## src/rtl/memory_dp_param_pkg.sv

```systemverilog
// Shared types for the parametrised dual-port memory: request struct typedef macros
// (so each instance can size them from its own parameters) and the clear FSM state.
`ifndef MEMORY_DP_PARAM_PKG_SV
`define MEMORY_DP_PARAM_PKG_SV

`define MEMORY_DP_WR_REQ_T(name, aw, w) typedef struct packed { logic wr_vld; logic [(aw)-1:0] wr_address; logic [(w)/8-1:0] wr_mask; } name;
`define MEMORY_DP_RD_REQ_T(name, aw) typedef struct packed { logic rd_vld; logic [(aw)-1:0] rd_address; } name;

package memory_dp_param_pkg;

  typedef enum logic {
    ST_CLEAR = 1'b0,
    ST_READY = 1'b1
  } mem_state_e;

  localparam int BYTE_W = 8;

  function automatic int num_bytes(input int width);
    return width / BYTE_W;
  endfunction

endpackage

`endif

```

## src/rtl/memory_dp_param_if.sv

```systemverilog
// Write/read bus of the dual-port memory; master drives requests, slave returns read data.
interface memory_dp_param_if #(
  parameter int WIDTH  = 32,
  parameter int DEPTH  = 16,
  parameter int ADDR_W = $clog2(DEPTH)
);
  logic                 m_wr_vld;
  logic [ADDR_W-1:0]    m_wr_address;
  logic [WIDTH-1:0]     m_wr_data;
  logic [WIDTH/8-1:0]   m_wr_mask;
  logic                 m_rd_vld;
  logic [ADDR_W-1:0]    m_rd_address;
  logic [WIDTH-1:0]     m_rd_data;
  logic                 m_rd_data_vld;
  logic                 init_done;

  modport master (
    output m_wr_vld, m_wr_address, m_wr_data, m_wr_mask, m_rd_vld, m_rd_address,
    input  m_rd_data, m_rd_data_vld, init_done
  );

  modport slave (
    input  m_wr_vld, m_wr_address, m_wr_data, m_wr_mask, m_rd_vld, m_rd_address,
    output m_rd_data, m_rd_data_vld, init_done
  );
endinterface

```

## src/rtl/memory_dp_clear.sv

```systemverilog
// Post-reset clear sequencer: walks every entry once writing zero, then reports ready.
//   state    | meaning
//   ST_CLEAR | zeroing entry clear_cnt_q, user traffic ignored
//   ST_READY | memory accepts reads and writes
module memory_dp_clear
  import memory_dp_param_pkg::*;
#(
  parameter int DEPTH          = 16,
  parameter int ADDR_W         = $clog2(DEPTH),
  parameter bit CLEAR_ON_RESET = 1'b1
) (
  input  logic              clk,
  input  logic              reset,
  output logic              clear_we,
  output logic [ADDR_W-1:0] clear_addr,
  output logic              init_done
);

  localparam logic [ADDR_W-1:0] LAST_ADDR   = ADDR_W'(DEPTH - 1);
  localparam mem_state_e        RESET_STATE = CLEAR_ON_RESET ? ST_CLEAR : ST_READY;

  mem_state_e        state_q, state_d;
  logic [ADDR_W-1:0] clear_cnt_q, clear_cnt_d;

  always_ff @(posedge clk) begin
    if (reset) begin
      state_q     <= RESET_STATE;
      clear_cnt_q <= '0;
    end else begin
      state_q     <= state_d;
      clear_cnt_q <= clear_cnt_d;
    end
  end

  always_comb begin
    state_d     = state_q;
    clear_cnt_d = clear_cnt_q;
    clear_we    = 1'b0;
    clear_addr  = clear_cnt_q;
    case (state_q)
      ST_CLEAR: begin
        clear_we = 1'b1;
        if (clear_cnt_q == LAST_ADDR) begin
          state_d     = ST_READY;
          clear_cnt_d = '0;
        end else begin
          clear_cnt_d = clear_cnt_q + ADDR_W'(1);
        end
      end
      default: state_d = state_q;
    endcase
  end

  assign init_done = (state_q == ST_READY);

endmodule

```

## src/rtl/memory_dp_param.sv

```systemverilog
// Parametrised simple dual-port memory: byte-masked write port, two-stage read port with
// write-first bypass, out-of-range protection and optional post-reset clear.
module memory_dp_param
  import memory_dp_param_pkg::*;
#(
  parameter int WIDTH          = 32,
  parameter int DEPTH          = 16,
  parameter int ADDR_W         = $clog2(DEPTH),
  parameter bit CLEAR_ON_RESET = 1'b1
) (
  input  logic             clk,
  input  logic             reset,
  memory_dp_param_if.slave bus
);

  localparam int                NB      = num_bytes(WIDTH);
  localparam logic [ADDR_W:0]   DEPTH_X = (ADDR_W + 1)'(DEPTH);

  `MEMORY_DP_WR_REQ_T(wr_req_t, ADDR_W, WIDTH)
  `MEMORY_DP_RD_REQ_T(rd_req_t, ADDR_W)

  wr_req_t           wr_req;
  rd_req_t           rd_req;
  logic [WIDTH-1:0]  mem_q [DEPTH];

  logic              clear_we;
  logic [ADDR_W-1:0] clear_addr;
  logic              init_done;

  logic              wr_in_range, wr_fire;
  logic              mem_we;
  logic [ADDR_W-1:0] mem_waddr;
  logic [NB-1:0]     mem_be;
  logic [WIDTH-1:0]  mem_wdata;

  logic              rd_vld_q, rd_vld_d;
  logic [ADDR_W-1:0] rd_addr_q, rd_addr_d;
  logic [WIDTH-1:0]  rd_data_q, rd_data_d;
  logic              rd_data_vld_q, rd_data_vld_d;
  logic              rd_in_range;
  logic [ADDR_W-1:0] rd_idx;
  logic [WIDTH-1:0]  rd_word;

  memory_dp_clear #(
    .DEPTH          (DEPTH),
    .ADDR_W         (ADDR_W),
    .CLEAR_ON_RESET (CLEAR_ON_RESET)
  ) u_clear (
    .clk        (clk),
    .reset      (reset),
    .clear_we   (clear_we),
    .clear_addr (clear_addr),
    .init_done  (init_done)
  );

  assign wr_req = '{wr_vld: bus.m_wr_vld, wr_address: bus.m_wr_address, wr_mask: bus.m_wr_mask};
  assign rd_req = '{rd_vld: bus.m_rd_vld, rd_address: bus.m_rd_address};

  // The clear sequencer owns the array port until init_done; user writes are dropped then.
  always_comb begin
    wr_in_range = ({1'b0, wr_req.wr_address} < DEPTH_X);
    wr_fire     = init_done && wr_req.wr_vld && wr_in_range;
    mem_we      = 1'b0;
    mem_waddr   = wr_req.wr_address;
    mem_be      = wr_req.wr_mask;
    mem_wdata   = bus.m_wr_data;
    if (clear_we) begin
      mem_we    = 1'b1;
      mem_waddr = clear_addr;
      mem_be    = '1;
      mem_wdata = '0;
    end else if (wr_fire && (|wr_req.wr_mask)) begin
      mem_we    = 1'b1;
    end
  end

  always_ff @(posedge clk) begin
    if (mem_we) begin
      for (int b = 0; b < NB; b++) begin
        if (mem_be[b]) mem_q[mem_waddr][b*BYTE_W +: BYTE_W] <= mem_wdata[b*BYTE_W +: BYTE_W];
      end
    end
  end

  // Stage 1 reads the array after this cycle's write landed; a write arriving now is bypassed.
  always_comb begin
    rd_vld_d    = init_done && rd_req.rd_vld;
    rd_addr_d   = rd_vld_d ? rd_req.rd_address : rd_addr_q;
    rd_in_range = ({1'b0, rd_addr_q} < DEPTH_X);
    rd_idx      = rd_in_range ? rd_addr_q : '0;
    rd_word     = mem_q[rd_idx];
    for (int b = 0; b < NB; b++) begin
      if (wr_fire && (wr_req.wr_address == rd_addr_q) && wr_req.wr_mask[b])
        rd_word[b*BYTE_W +: BYTE_W] = bus.m_wr_data[b*BYTE_W +: BYTE_W];
    end
    if (!rd_in_range) rd_word = '0;
    rd_data_vld_d = rd_vld_q;
    rd_data_d     = rd_vld_q ? rd_word : rd_data_q;
  end

  always_ff @(posedge clk) begin
    if (reset) begin
      rd_vld_q      <= 1'b0;
      rd_addr_q     <= '0;
      rd_data_q     <= '0;
      rd_data_vld_q <= 1'b0;
    end else begin
      rd_vld_q      <= rd_vld_d;
      rd_addr_q     <= rd_addr_d;
      rd_data_q     <= rd_data_d;
      rd_data_vld_q <= rd_data_vld_d;
    end
  end

  assign bus.m_rd_data     = rd_data_q;
  assign bus.m_rd_data_vld = rd_data_vld_q;
  assign bus.init_done     = init_done;

endmodule

```

## src/flat_wrapper.sv

```systemverilog
// flat-port wrapper written by rule: the top's interface ports become plain ports
module memory_dp_param_flat import memory_dp_param_pkg::*;
#(
  parameter int WIDTH          = 32,
  parameter int DEPTH          = 16,
  parameter int ADDR_W         = $clog2(DEPTH),
  parameter bit CLEAR_ON_RESET = 1'b1
)
  (clk, reset, bus_m_wr_vld, bus_m_wr_address, bus_m_wr_data, bus_m_wr_mask, bus_m_rd_vld, bus_m_rd_address, bus_m_rd_data, bus_m_rd_data_vld, bus_init_done);
  memory_dp_param_if #(.WIDTH(WIDTH), .DEPTH(DEPTH), .ADDR_W(ADDR_W)) bus_i ();
  input  logic clk;
  input  logic reset;
  input wire logic [$bits(bus_i.m_wr_vld)-1:0] bus_m_wr_vld;
  input wire logic [$bits(bus_i.m_wr_address)-1:0] bus_m_wr_address;
  input wire logic [$bits(bus_i.m_wr_data)-1:0] bus_m_wr_data;
  input wire logic [$bits(bus_i.m_wr_mask)-1:0] bus_m_wr_mask;
  input wire logic [$bits(bus_i.m_rd_vld)-1:0] bus_m_rd_vld;
  input wire logic [$bits(bus_i.m_rd_address)-1:0] bus_m_rd_address;
  output wire logic [$bits(bus_i.m_rd_data)-1:0] bus_m_rd_data;
  output wire logic [$bits(bus_i.m_rd_data_vld)-1:0] bus_m_rd_data_vld;
  output wire logic [$bits(bus_i.init_done)-1:0] bus_init_done;
  assign bus_i.m_wr_vld = bus_m_wr_vld;
  assign bus_i.m_wr_address = bus_m_wr_address;
  assign bus_i.m_wr_data = bus_m_wr_data;
  assign bus_i.m_wr_mask = bus_m_wr_mask;
  assign bus_i.m_rd_vld = bus_m_rd_vld;
  assign bus_i.m_rd_address = bus_m_rd_address;
  assign bus_m_rd_data = bus_i.m_rd_data;
  assign bus_m_rd_data_vld = bus_i.m_rd_data_vld;
  assign bus_init_done = bus_i.init_done;
  memory_dp_param #(.WIDTH(WIDTH), .DEPTH(DEPTH), .ADDR_W(ADDR_W), .CLEAR_ON_RESET(CLEAR_ON_RESET)) u_core (.clk(clk), .reset(reset), .bus(bus_i));
endmodule
```

## config.mk

```make
export PLATFORM = sky130hd
export DESIGN_NAME = memory_dp_param_flat
export DESIGN_NICKNAME = d
export VERILOG_FILES = /design/src/rtl/memory_dp_param_pkg.sv /design/src/rtl/memory_dp_param_if.sv /design/src/rtl/memory_dp_clear.sv /design/src/rtl/memory_dp_param.sv /design/src/flat_wrapper.sv
export SDC_FILE = /design/constraint.sdc
export NUM_CORES = 1
export LEC_CHECK = 0
export CAP_MARGIN = 15
export CORE_AREA = 2 2 223 225
export DETAILED_ROUTE_END_ITERATION = 10
export DIE_AREA = 0 0 225 227
export SETUP_SLACK_MARGIN = 0.15
export SYNTH_ARGS = -nofsm -noshare
export SYNTH_HDL_FRONTEND = slang
export SYNTH_HIERARCHICAL = 1
export SYNTH_SLANG_ARGS = --single-unit
export TNS_END_PERCENT = 5
```

## constraint.sdc

```tcl
create_clock -name clk -period 2.8 [get_ports clk]
set_input_delay 0.56 -clock clk [delete_from_list [all_inputs] [get_ports clk]]
set_output_delay 0.56 -clock clk [all_outputs]
set_load 0.05 [all_outputs]
```

==> results by group, run 1 <==
Pwr
  – Flop pwr share: 0.540
  – Leak: 8.540 nW
  – Int Pwr: around 0.014 W
  – Worst vdd ir: 0.5264 mV
  – Switch Pwr: roughly 0.0034 W
  – PwrDens: approximately 660 mW/mm^2
  – Sw Ratio: 0.1962
  – Logic pwr share: 0.030
  – Clock power share: 0.430

STA
  – Hold Vio Cnt, Final: 0
  – Final Cycle Share: 0.8551
  – Max Clock Freq: between 400 and 500 MHz
  – Clk_skew: approximately 0.012 ns
  – Hold slack: 0.4868 ns
  – # setup viols final: 0
  – Final Critical Period: between 2 and 2.5 ns
  – Worst-Margin Slew: roughly 1.2 ns
  – Fin Setup TNS: 0 ns
  – Final Max Tran Viols: 0
  – RSZ-0062 raised after global routing: false
  – Slew HR: 0.2104

Global routing
  – GRT Residual Overflow: 0
  – Met2 usage: 0.3091
  – Routing usage on met3: 0.03536
  – First-pass GRT wire length: about 70000 um
  – GR peak layer: met2
  – Vias in the first global route: 11493
  – GRT Total Usage: 0.1924
  – Grt met1 use: 0.2697
  – Initial antenna violation count: 1
  – Largest net degree at the start of global routing: 49

Cells and area
  – ANT cells: 0
  – Layout net count: between 1000 and 1500
  – Commonest cells after routing, fill and taps aside: edfxtp_1, mux4_2, buf_4
  – Layout cell share with drive strength beyond 1: 0.2485
  – # fillers: roughly 3800
  – P&R area growth vs syn: 18.94%
  – Commonest non-fill, non-tap cell in the layout: edfxtp_1

Drt
  – Drt wl/cell: 24.14 um
  – Initial drt markers: about 1000
  – Post-DRT Antenna Nets: 0
  – Final wirelength: about 48000 um
  – Drt via density: ~5.6
  – Drt first pass iters: 5
  – Via count: 11077
  – # DRC: 0

Worst setup path
  – Setup CP Type: reg2out
  – CP bufs+invs: 1
  – CP Capture Type: primary output
  – Cell family with most CP delay: buffers and inverters
  – Critical Path Start Type: flop
  – Worst endpoint required time: ~2.2 ns
  – CP cell instances: clkdlybuf4s50_1
  – Slowest stage delay, CP: about 0.84 ns
  – Critical path arrival: about 1.8 ns
  – Max FO, Critical Path: 2
  – Critical path's slowest cell: clkdlybuf4s50_1

Synth
  – Post-Syn Area per Cell: a little under 20 um^2
  – Synth area leaders: edfxtp_1, mux4_2, dfxtp_1
  – Syn nets: between 1000 and 1500
  – EDFF count, synth: around 510
  – Synth top area share: 0.7105
  – Most used DFF post-synth: edfxtp_1
  – Area leader, netlist: edfxtp_1
  – Sequential share of the synthesized area: 0.7540
  – Synth warnings: 6
  – Synthesized cell area: ~0.022 mm^2
  – Yosys cell types: 38
  – Mapped Cells: 1116
  – Ys async rst share: 0
  – Synthesized flop and latch total: between 500 and 600

Clock tree
  – Clk slew on worst S/H paths: approximately 0.06 ns
  – Postcts setup bufs: 0
  – CTS tree: yes
  – Root Driver: clkbuf_16
  – Num CTS Buffers: 55
  – Hold buffers post-CTS: 0
  – Worst-Skew Late Latency: 0.60 ns
  – CTS H-tree depth: 2
  – Clock Tree Buf Depth: 3
  – CTS sink count: roughly 560

Place
  – Placer Congestion: around 0.8
  – DP HPWL: between 30000 and 40000 um
  – Port buffer count: 81

Floorplanning
  – CORE AREA: around 0.049 mm^2
  – Rows: 81
  – Die W: between 200 and 250 um
  – Initial Util: 0.4457
  – Io pins: between 80 and 90
  – Die area: between 0.05 and 0.06 mm^2
  – Die height: 227 um

Run
  – Max Cap Viol: 0

Hold path
  – Hold Crit Class: reg2reg

Status
  – Status: finished clean
## power groups by stage
stage / registers [W] / clock network, W / logic (W)
6_report: 0.00922 / 0.00734 / 0.000521
5_1_grt: 0.00922 / 0.00782 / 0.000561
4_1_cts: 0.00922 / 0.00752 / 0.000526
3_5_place_dp: 0.00940 / 0 / 0.000524
3_3_place_gp: 0.00939 / 0 / 0.000518
2_1_floorplan: 0.00938 / 0 / 0.000273
## state kept, by name (all words and copies together) (netlist names), named ones only
signal	flops
u_core/u_clear/init_done	1
u_core/rd_data_vld_d	1
u_core/mem_q	512
u_core/u_clear/clear_addr	4
u_core/bus.m_rd_data_vld	1
u_core/bus.m_rd_data	32
u_core/rd_addr_q	4
## kinds of logic (layout without fill, tap and decap cells)
kind of cell    after synthesis  in the layout  synth area share
fa+ha+maj                     1              1         0.0005781
compound gates              122            122           0.04505
xor+xnor                      5              5          0.002024
flops                       559            559            0.7540
simple gates                229            229           0.04984
mux                         129            129            0.1337
buf+inv                      71            303           0.01480
## path summary, 6_finish.rpt
check                                        startpoint                                     to  slack (ns)  cells after the start
setup reg to reg    u_core/u_clear/init_done$_SDFF_PP0_          u_core/mem_q[13][7]$_DFFE_PP_        0.45                      7
hold reg to reg   u_core/bus.m_rd_data[10]$_SDFFE_PP0P_  u_core/bus.m_rd_data[10]$_SDFFE_PP0P_        0.49                      2
hold / removal    u_core/bus.m_rd_data[10]$_SDFFE_PP0P_  u_core/bus.m_rd_data[10]$_SDFFE_PP0P_        0.49                      2
setup / recovery  u_core/bus.m_rd_data[11]$_SDFFE_PP0P_                      bus_m_rd_data[11]        0.41                      1
## cell usage after synthesis (2+ instances only)
| cell type | number |
|---|---|
| a21oi_1 | 8 |
| a221o_1 | 16 |
| a22o_1 | 33 |
| a22oi_1 | 32 |
| a31o_2 | 2 |
| a31oi_1 | 6 |
| and2_1 | 19 |
| and4_1 | 2 |
| buf_1 | 10 |
| buf_2 | 10 |
| buf_4 | 5 |
| buf_6 | 3 |
| clkbuf_1 | 36 |
| dfxtp_1 | 47 |
| edfxtp_1 | 512 |
| inv_1 | 7 |
| mux4_2 | 128 |
| nand2_1 | 56 |
| nand2b_1 | 3 |
| nand3_1 | 6 |
| nand4_1 | 16 |
| nor2_1 | 88 |
| nor2b_1 | 34 |
| o211ai_1 | 16 |
| o21ai_0 | 2 |
| o32ai_1 | 4 |
| xnor2_1 | 2 |
| xor2_1 | 3 |
## layout make-up
cell class,count,area [um^2],area share
clock buffers,70,1525,0.05926
clock inverters,33,297.8,0.01157
inverters,7,26.28,0.001021
multi-input cells,486,5032,0.1955
flip-flops and latches,559,16320,0.6342
well taps,622,778.2,0.03024
repair buffers,193,1754,0.06816
## stage by stage
stage,std cells,area (um^2),worst slack [ns],utilization,power [W]
after CTS,1963,25680,0.1634,0.5290,0.01726
after floorplan,1116,21640,0.2862,-,0.009652
after global placement,1859,23850,-0.02907,0.4913,0.009907
after global routing,1970,25740,0.2542,0.5302,0.01760
after detailed placement,1860,23860,0.1173,0.4915,0.009919
final,1970,25740,0.4056,0.5302,0.01708
## routing by layer
metal  up-vias  part of all wire
met3        77             0.060
met4         2             0.023
met2       316              0.48
met5         -           0.00027
met1      5749              0.44
li1       4933                 -
## tightest hold or removal path: cells and delay by family, from the launching register on
| kind | cells | cell delay [ns] |
|---|---|---|
| compound gates | 1 | 0.07 |
| flops | 1 | 0.33 |
| simple gates | 1 | 0.05 |
## repair_timing
action                                  CTS  global route
endpoints found under the hold margin     0             0
gates resized for setup                   0             1
endpoints found under the setup margin    0             1
(Power assumes the default switching activity.)
==> run 2: changes to the inputs <==
clock period = 2.35 ns   (was 2.8 ns; I/O delays follow)
==> run 2 against run 1 <==
Compared with the run above: worst hold slack improved by 0.0060 ns; sequential power up 19%; sequential cell count is the same; clock power increased by 18%; global-route usage increased by 0.53 points; die area is the same; worst setup slack got worse by 0.30 ns; via count increased by 1.4%; critical path depth did not move; total power increased by 19%; wire length rose by 2.5%; non-clock buffer count grew 9; largest cell class unchanged; largest power group unchanged.
==> results by group, run 2 (synthesis gave the netlist of run 1 again) <==
Status
  – Status: finished clean

Drt
  – Drt first pass iters: 6
  – Drt via density: approximately 5.7
  – Drt wl/cell: ~25 um
  – Initial drt markers: approximately 1100
  – Post-DRT Antenna Nets: 0
  – Via count: about 11000
  – # DRC: 0
  – Final wirelength: around 49000 um

STA
  – RSZ-0062 raised after global routing: true
  – Worst-Margin Slew: between 1 and 1.5 ns
  – Final Cycle Share: 0.9558
  – Final Max Tran Viols: 0
  – Slew HR: 0.2519
  – Max Clock Freq: roughly 450 MHz
  – Clk_skew: 0.01567 ns
  – Hold Vio Cnt, Final: 0
  – Fin Setup TNS: 0 ns
  – Final Critical Period: around 2.2 ns
  – # setup viols final: 0

Pwr
  – Sw Ratio: 0.1933
  – Logic pwr share: 0.035
  – PwrDens: slightly below 800 mW/mm^2
  – Worst vdd ir: 0.5360 mV
  – Leak: just under 9 nW
  – Flop pwr share: 0.540
  – Total Power: a little over 0.02 W
  – Clock power share: 0.426
  – Int Pwr: between 0.015 and 0.02 W
  – Switch Pwr: just under 0.004 W

Floorplanning
  – Die area: roughly 0.051 mm^2
  – Io pins: a little over 80
  – Die height: around 230 um
  – Initial Util: 0.4457
  – CORE AREA: ~0.05 mm^2
  – Rows: between 80 and 90
  – Die W: 225 um

Cells and area
  – Layout net count: 1358
  – Final Core Density: 0.5444
  – Reg area: about 0.016 mm^2
  – Layout cell share with drive strength beyond 1: 0.2801
  – Commonest cells after routing, fill and taps aside: edfxtp_1, mux4_2, clkdlybuf4s50_1
  – Commonest non-fill, non-tap cell in the layout: edfxtp_1
  – Largest register FFs: roughly 510
  – # fillers: roughly 3700
  – Non-Filler Instances: a little under 2000
  – P&R area growth vs syn: 22.13%
  – Biggest register: u_core/mem_q
  – Multi-input logic area: 0.005150 mm^2
  – ANT cells: 0

Clock tree
  – Clock Tree Buf Depth: 3
  – Root Driver: clkbuf_16
  – CTS sink count: approximately 560
  – Postcts setup bufs: 0
  – Hold buffers post-CTS: 0
  – Num CTS Buffers: between 50 and 60
  – Worst-Skew Late Latency: 0.59 ns
  – CTS H-tree depth: 2
  – Clk slew on worst S/H paths: 0.06 ns
  – CTS tree: yes

Worst setup path
  – FF-to-FF setup slack: 0.21 ns
  – CP Capture Type: primary output
  – CP Capture Point: bus_m_rd_data[14]
  – Reg2reg end: u_core/bus.m_rd_data[23]$_SDFFE_PP0P_
  – WP depth: 1
  – Crit path from: u_core/bus.m_rd_data[14]$_SDFFE_PP0P_
  – Critical Path Start Type: flop
  – Max FO, Critical Path: 2
  – CP cell instances: clkdlybuf4s50_1
  – Setup CP Type: reg2out
  – Critical path arrival: 1.78 ns
  – CP bufs+invs: 1
  – Cell family with most CP delay: buffers and inverters
  – Critical path's slowest cell: clkdlybuf4s50_1
  – Worst R2R Path Depth: 5
  – Slowest stage delay, CP: 0.82 ns
  – Worst endpoint required time: 1.88 ns

Global routing
  – First-pass GRT wire length: 73440 um
  – Vias in the first global route: around 11000
  – Initial antenna violation count: 1
  – GRT Residual Overflow: 0
  – GRT Total Usage: 0.1977
  – Largest net degree at the start of global routing: slightly above 60

Run
  – Max Cap Viol: 0

Place
  – Placed Instances: 1872
  – Placer Congestion: approximately 0.83
  – Port buffer count: ~80
  – DP HPWL: roughly 32000 um

Hold path
  – Hold Crit Class: reg2reg
## run 2: metrics by stage
step | setup WS [ns] | hold slack [ns] | cell area, um^2
after floorplan | 0.04856 | 0.4547 | 21740
after global placement | -0.2641 | 0.4768 | 24600
after detailed placement | -0.2763 | 0.4704 | 24600
after CTS | 0.04431 | 0.4708 | 26390
after global routing | 0.05272 | 0.4958 | 26430
final | 0.1039 | 0.4928 | 26430
## run 2: cell type report
cell class	count	area share
multi-input cells	486	0.1949
flip-flops and latches	559	0.6177
well taps	622	0.02945
clock inverters	29	0.01212
repair buffers	202	0.08943
clock buffers	70	0.05535
inverters	7	0.001089
## run 2: metal layers
layer	vias to the layer above	GRT usage	part of all wire
li1	4950	-	-
met1	5824	0.2825	0.43
met2	389	0.3114	0.48
met3	68	0.04633	0.076
met4	2	0.04678	0.019
met5	-	0	0.00027
## run 2: worst min path at each step
stage / startpoint / endpoint / slack, ns / depth (start not counted)
CTS: bus_m_wr_data[4] / u_core/bus.m_rd_data[4]$_SDFFE_PP0P_ / 0.47 / 3
global placement: u_core/bus.m_rd_data[5]$_SDFFE_PP0P_ / u_core/bus.m_rd_data[5]$_SDFFE_PP0P_ / 0.48 / 2
global route: bus_m_wr_data[31] / u_core/bus.m_rd_data[31]$_SDFFE_PP0P_ / 0.50 / 2
floorplan: u_core/rd_addr_q[0]$_SDFFE_PP0N_ / flop / 0.45 / 2
finish: u_core/bus.m_rd_data[5]$_SDFFE_PP0P_ / u_core/bus.m_rd_data[5]$_SDFFE_PP0P_ / 0.49 / 2
detailed placement: u_core/bus.m_rd_data[5]$_SDFFE_PP0P_ / u_core/bus.m_rd_data[5]$_SDFFE_PP0P_ / 0.47 / 2
## run 2: power groups by stage
stage / clock network, W / logic [W] / registers [W]
detailed placement: 0 / 0.000706 / 0.0112
global route: 0.00924 / 0.000751 / 0.0110
CTS: 0.00886 / 0.000709 / 0.0110
global placement: 0 / 0.000701 / 0.0112
floorplan: 0 / 0.000329 / 0.0112
finish: 0.00866 / 0.000703 / 0.0110
## run 2: repair_timing
action                                 in CTS  in global routing
endpoints found under the hold margin       0                  0
pin swaps                                   0                  0
resized for setup                           1                  6
setup endpoints to repair                  32                207
## run 2: worst min-delay path, delay by kind of cell, from the launching register on
family,cells,cell delay [ns]
DFF,1,0.31
and+or+nand+nor,1,0.05
AOI/OAI and AO/OA,1,0.07
